==> config.mk <==
export PLATFORM = sky130hd
export DESIGN_NAME = bcd_to_bin
export DESIGN_NICKNAME = d
export VERILOG_FILES = /design/src/rtl/sd_pkg.sv /design/src/rtl/bcd_nib_corr.sv /design/src/rtl/bcd_to_bin.sv
export SDC_FILE = /design/constraint.sdc
export NUM_CORES = 1
export LEC_CHECK = 0
export CORE_UTILIZATION = 54
export DETAILED_ROUTE_END_ITERATION = 10
export GPL_ROUTABILITY_DRIVEN = 0
export PLACE_DENSITY = 0.89
export SYNTH_ARGS = -nofsm -noshare
export SYNTH_HDL_FRONTEND = slang
export SYNTH_SLANG_ARGS = --single-unit
==> constraint.sdc <==
create_clock -name clk -period 2.79 [get_ports clk]
set_input_delay 0.6975 -clock clk [delete_from_list [all_inputs] [get_ports clk]]
set_output_delay 0.6975 -clock clk [all_outputs]
set_load 0.005 [all_outputs]
==> src/rtl/sd_pkg.sv <==
// Shared types and constants for the BCD-to-binary converter.
// FSM states and reverse double-dabble correction constants.
package sd_pkg;

   typedef enum logic [1:0] {
      IDLE  = 2'd0,
      SHIFT = 2'd1,
      DONE  = 2'd2
   } state_t;

   localparam logic [3:0] CORR_THR = 4'd8;
   localparam logic [3:0] CORR_SUB = 4'd3;

   function automatic logic nib_bad(input logic [3:0] n);
      return n > 4'd9;
   endfunction

endpackage

==> src/rtl/bcd_nib_corr.sv <==
// One BCD nibble correction step for reverse double-dabble.
// Subtracts the correction constant when the nibble reaches the threshold.
module bcd_nib_corr
   import sd_pkg::*;
(
   input  logic [3:0] nib,
   output logic [3:0] q
);

   assign q = (nib >= CORR_THR) ? nib - CORR_SUB : nib;

endmodule

==> src/rtl/bcd_to_bin.sv <==
// Sequential packed-BCD to binary converter (reverse double-dabble).
// Define BCD_CHECK_EN to reject inputs holding a nibble above 9.
module bcd_to_bin
   import sd_pkg::*;
#(
   parameter int N_DIGITS = 2,
   parameter int BIN_W    = 7
) (
   input  logic                  clk,
   input  logic                  rst_n,
   input  logic                  start,
   input  logic [4*N_DIGITS-1:0] bcd_in,
   output logic [BIN_W-1:0]      bin_out,
   output logic                  busy,
   output logic                  done,
   output logic                  err
);

   localparam int SR_W  = 4*N_DIGITS + BIN_W;
   localparam int CNT_W = $clog2(BIN_W + 1);

   state_t            st, st_nx;
   logic [SR_W-1:0]   sr, sr_sh, sr_nx;
   logic [CNT_W-1:0]  cnt;
   logic              armed;
   logic              load, last, bad;

   assign sr_sh = sr >> 1;
   assign sr_nx[BIN_W-1:0] = sr_sh[BIN_W-1:0];

   for (genvar g = 0; g < N_DIGITS; g++) begin : g_corr
      bcd_nib_corr u_corr (
         .nib (sr_sh[BIN_W+4*g +: 4]),
         .q   (sr_nx[BIN_W+4*g +: 4])
      );
   end

   // First edge after reset is never a load edge.
   assign load = (st == IDLE) && start && armed;
   assign last = (cnt == CNT_W'(BIN_W - 1));
   assign busy = (st == SHIFT);
   assign done = (st == DONE);

`ifdef BCD_CHECK_EN
   always_comb begin
      bad = 1'b0;
      for (int i = 0; i < N_DIGITS; i++)
         if (nib_bad(bcd_in[4*i +: 4])) bad = 1'b1;
   end
`else
   assign bad = 1'b0;
`endif

   always_comb begin
      st_nx = st;
      unique case (st)
         IDLE:    if (load) st_nx = bad ? DONE : SHIFT;
         SHIFT:   if (last) st_nx = DONE;
         DONE:    st_nx = IDLE;
         default: st_nx = IDLE;
      endcase
   end

   always_ff @(posedge clk or negedge rst_n) begin
      if (!rst_n) st <= IDLE;
      else        st <= st_nx;
   end

   always_ff @(posedge clk or negedge rst_n) begin
      if (!rst_n) begin
         sr      <= '0;
         cnt     <= '0;
         bin_out <= '0;
         armed   <= 1'b0;
      end else begin
         armed <= 1'b1;
         if (load) begin
            sr  <= {bcd_in, {BIN_W{1'b0}}};
            cnt <= '0;
            if (bad) bin_out <= '0;
         end else if (st == SHIFT) begin
            sr  <= sr_nx;
            cnt <= cnt + CNT_W'(1);
            if (last) bin_out <= sr_nx[BIN_W-1:0];
         end
      end
   end

`ifdef BCD_CHECK_EN
   logic err_q;

   always_ff @(posedge clk or negedge rst_n) begin
      if (!rst_n)
         err_q <= 1'b0;
      else if (load && bad)
         err_q <= 1'b1;
      else if (st == SHIFT && last)
         err_q <= 1'b0;
   end

   assign err = err_q;
`else
   assign err = 1'b0;
`endif

endmodule

After elaboration in Yosys (flattened, before gate mapping)

Cells that the tools add are included.

Bitwise gates (word level): 1
Equality and inequality tests: 5
Add/sub/neg operators: 3
Reduce and logical (&&, ||, !) cells: 6
Muxes and demuxes: 9
$lt $le $gt $ge: 2

Operators with widths:

| operator              | count |
|---|---|
| $mux W15              | 2 |
| $mux W4               | 2 |
| $mux W3               | 2 |
| $ge A3 B4 Y1 const B  | 1 |
| $ge A4 B4 Y1 const B  | 1 |
| $mux W2               | 2 |
| $pmux W2 S2           | 1 |
| $sub A3 B2 Y4 const B | 1 |
| $sub A4 B2 Y4 const B | 1 |
| $add A3 B1 Y3 const B | 1 |
| $eq A3 B3 Y1 const B  | 1 |
| $reduce_and A3 Y1     | 1 |
| $eq A2 B1 Y1 const B  | 1 |
| $eq A2 B2 Y1 const B  | 1 |
| $logic_and A1 B1 Y1   | 2 |
| $logic_not A2 Y1      | 1 |
| $ne A2 B1 Y1 const B  | 1 |
| $ne A2 B2 Y1 const B  | 1 |
| $reduce_and A2 Y1     | 1 |
| $reduce_bool A2 Y1    | 1 |
| $not A1 Y1            | 1 |

Register bits: 28
Word-level logic and storage cells: 31

Depth between registers and ports, before layout

Depth in word-level cells: 5
Gate-level depth with buffers: 6

Hierarchy

A second synthesis with hierarchy kept.

Cells, all modules: 125
Area, all modules: 1318.8 um2

Modules (own cells, without submodules):

| module       | area each (um2) | sequential area each (um2) | instances | cells each |
|---|---|---|---|---|
| bcd_to_bin   | 1166.1          | 675.6                      | 1         | 103 |
| bcd_nib_corr | 76.3            | 0.0                        | 2         | 11 |

Worst setup path before layout

No wires, ideal clock.

Kind: register to output
From: register st[1]
To: output port busy
Path slack: 1.261 ns
Cell stages (with the launch flop): 5
Arrival: 0.832 ns
Path through: dfrtp_1 nand2b_1 buf_6 inv_8 buf_6

Word-level cells in the longest chain between the ends: 1

Ends and longest elaborated chain:

| element                | RTL line         | text |
|---|---|---|
| from (decl)            | bcd_to_bin.sv:22 | `state_t st, st_nx;` |
| from (signal assigned) | bcd_to_bin.sv:66 | `else st <= st_nx;` |
| $eq A2 B1 Y1           | bcd_to_bin.sv:41 | `assign busy = (st == SHIFT);` |
| to (decl)              | bcd_to_bin.sv:14 | `output logic busy,` |

Every way passes these cells.

Final worst setup path

Ends and elaborated chain as after synthesis.

==> results.md <==
* Clock slew at reported path FFs at 140 ps
* Data required time at the worst endpoint at 2090 ps
* Total Routed Length at 2208 um
* First-pass GRT wire length at 4064 um
* Number of resized instances in the post-cts repair step at 0
* CP Launch Type: flip-flop
* Number of buffer and inverter stages on the critical path at 2
* Worst Setup Path Type: flip-flop to primary output
* Post-synthesis async set-or-reset flop share at 100.0%
* Setup slack of the worst register-to-register path at 1320 ps
* Maximum Capacitance Violations at 0
* Count of state elements after synthesis at 27
* Most frequent cell after synthesis: dfrtp_1
* Synth cell count leaders: dfrtp_1 (27), nand2_1 (22), mux2_2 (7), o21ai_0 (7)
* Die area at 0.002473 mm^2
* R2r endpoint: cnt[0]$_DFFE_PN0P_
* Vias at 845
* Die width at 49.73 um
* Maximum ir drop on the vdd rail at 0.7414 mV
* Cell count of the worst reg-to-reg path at 4
* Cell row count at 16
* Count of H-tree levels built during CTS at 1
* Maximum operating frequency at 412.5 MHz
* Endpoint arrival time on the critical path at 1730 ps
* Final setup violation count at 0
* Number of nets produced by synthesis at 126
* DR pass1 iterations at 4
* Synthesized cell area at 0.001230 mm^2
* Crit path max fanout at 17
* Critical-path cell with the highest stage delay: clkdlybuf4s50_1
* Number of warnings reported in the yosys synthesis log at 0
* Final cycle utilization of the critical path at 86.88%
* Critical path cell sequence: nand2b_1 > inv_8 > clkdlybuf4s50_1
* Final period demand of the worst path at 2424 ps
* Footprint of the flip-flops and latches at 675.6 um^2
* CTS tree: built
* Slowest Stage Delay on Critical Path at 520 ps
* Initial detailed-routing violation count at 15
* Floorplan Core Area at 0.002042 mm^2
* Average cell area after synthesis at 11.08 um^2
* Class of the worst hold path: flip-flop to flip-flop
* Overall Global Routing Usage at 22.23%
* Reported leakage power at 0.6801 nW
* Number of flops mapped to enable cells by yosys at 0
* Synthesis-to-finish area growth at 20.35%
* Number of nets still failing antenna checks after routing at 0
* Buffers on Ports at 19
* Initial Utilization at 60.23%
* End of the worst hold path: cnt[0]$_DFFE_PN0P_
* Vias/cell at 5.348
* Number of antenna cells inserted at 0
* Detailed-route wire length per cell at 13.97 um
* Most area-consuming cells after synthesis: dfrtp_1 (55%), nand2_1 (6.7%), mux2_2 (6.4%)
* Root buffer cell: clkbuf_4
* Share of Yosys cell area claimed by the top area cell type at 54.93%
* Number of slew-limit violations in the final report at 0
* Count of hold buffers inserted by post-cts repair at 0
* Top_reg_cell synth: dfrtp_1
* Via count of the first global-routing pass at 931
* Setup TNS Final at 0 ps
* Total overflow reported by the global router at 0
* Cell family contributing the most delay on the critical path: buffers and inverters
* Synthesized netlist cell count at 111
* Number of antenna violations at the first check in global routing at 0
* Worst-skew pair later-pin latency at 350 ps
* Setup crit end kind: primary output
* Synth cell types at 31
* Hold Violations, Final at 0
* Clock net sink count at 27
* Setup bufs post-CTS at 0
* Top-Level Pins at 21
* Area occupied by multi-input gates at 493.0 um^2
* # DRC at 0
* Power Density at 1001 mW/mm^2
* Fraction of final layout cells with drive strength greater than 1 at 13.74%
* Post-layout nets at 147
* Top cell type by total area after synthesis: dfrtp_1
* Start point of the worst min-delay path: cnt[0]$_DFFE_PN0P_
* Worst Skew at 11.94 ps
* Vertical die dimension at 49.73 um
* Inserted Clock Buffers at 3
* Half-perimeter wire length of the detailed placement result at 1503 um
* Max Buffers Root-to-Sink at 2
* Filler Cells Inserted at 148
* Hold Path Cell Cnt at 1
* Worst reg2reg startpoint: st[1]$_DFFE_PN0P_
* WHS at 511.5 ps
* Largest net degree at the start of global routing at 28
* Post-synthesis sequential area ratio at 54.93%
* Setup repair after global routing missed its margin: no
* Run status: finished, final reports clean
[cell families (layout without fill, tap and decap cells)]
family / count (synthesis) / after routing / synth area share (%)
buffers and inverters: 12 / 32 / 6.205
DFF: 27 / 27 / 54.93
muxes: 10 / 10 / 8.851
xor gates and xnor gates: 3 / 3 / 2.137
and+or+nand+nor: 33 / 33 / 13.33
adders and majority gates: 4 / 4 / 4.069
other: 2 / 2 / 0.6106
AOI/OAI and AO/OA: 20 / 20 / 9.868
[area by class of cell]
type | instances | area share (%)
inverter | 5 | 1.775
tap | 27 | 2.282
clock buffer | 3 | 1.522
sequential | 27 | 45.65
timing repair buffer | 23 | 14.88
clock inverter | 1 | 0.5917
multi-input combinational | 72 | 33.31
[sequential cells by signal (all words and copies together), names as in the netlist]
name and count:
armed 1, st 2, sr 14, bin_out 7
cnt 3
[per-stage QoR]
stage | power (mW) | utilization, % | cell area (um^2) | instances | setup slack [ps]
6_report | 1.482 | 72.49 | 1480 | 158 | 366.0
5_1_grt | 1.596 | 72.49 | 1480 | 158 | 296.5
4_1_cts | 1.492 | 72.49 | 1480 | 158 | 358.9
3_5_place_dp | 1.303 | 70.96 | 1449 | 154 | 584.7
3_3_place_gp | 1.265 | 70.96 | 1449 | 154 | 631.8
2_1_floorplan | 1.094 | - | 1230 | 111 | 1261
[where the power goes]
part	switching (mW)	internal [mW]
clock network	0.127	0.0588
logic	0.297	0.317
registers	0.129	0.552
total	0.554	0.928
[placed cells by master, fill, tap and decap left out]
master            n
nor3b_1           1
a31oi_1           1
o22ai_1           1
a21o_1            1
o21ai_1           4
xor2_1            2
clkbuf_4          3
nand2b_1          1
nand2_1          22
nor2b_1           2
nand3b_1          1
a221o_1           1
a22o_1            1
buf_4             4
nor4bb_4          1
clkdlybuf4s50_1  19
o21ai_0           7
mux2i_1           3
nor2_1            2
dfrtp_1          27
o31ai_1           1
nand3_4           1
or3_1             2
a21oi_1           1
o211ai_1          2
ha_1              4
inv_8             1
inv_1             4
inv_6             1
xnor2_1           1
conb_1            2
mux2_2            7
[per-layer routing]
layer | part of all wire (%) | global-route usage [%] | wire length (um) | up-vias
met2 | 48 | 36.26 | 1055 | 22
met1 | 46 | 27.31 | 1015 | 414
li1 | - | - | - | 405
met4 | 1.1 | 8.095 | 25 | 0
met5 | 0 | 0 | 0 | -
met3 | 5.1 | 7.407 | 112 | 4
[worst max-delay path by stage]
| stage | slack (ps) | endpoint | cells past startpoint | start |
|---|---|---|---|---|
| 2_1_floorplan | 1260 | busy | 4 | st[1]$_DFFE_PN0P_ |
| 3_3_place_gp | 630 | cnt[0]$_DFFE_PN0P_ | 5 | start |
| 3_5_place_dp | 580 | cnt[0]$_DFFE_PN0P_ | 5 | start |
| 4_1_cts | 360 | busy | 3 | st[1]$_DFFE_PN0P_ |
| 5_1_grt | 300 | busy | 3 | st[1]$_DFFE_PN0P_ |
| 6_report | 370 | busy | 3 | st[1]$_DFFE_PN0P_ |
(Power assumes the default switching activity.)
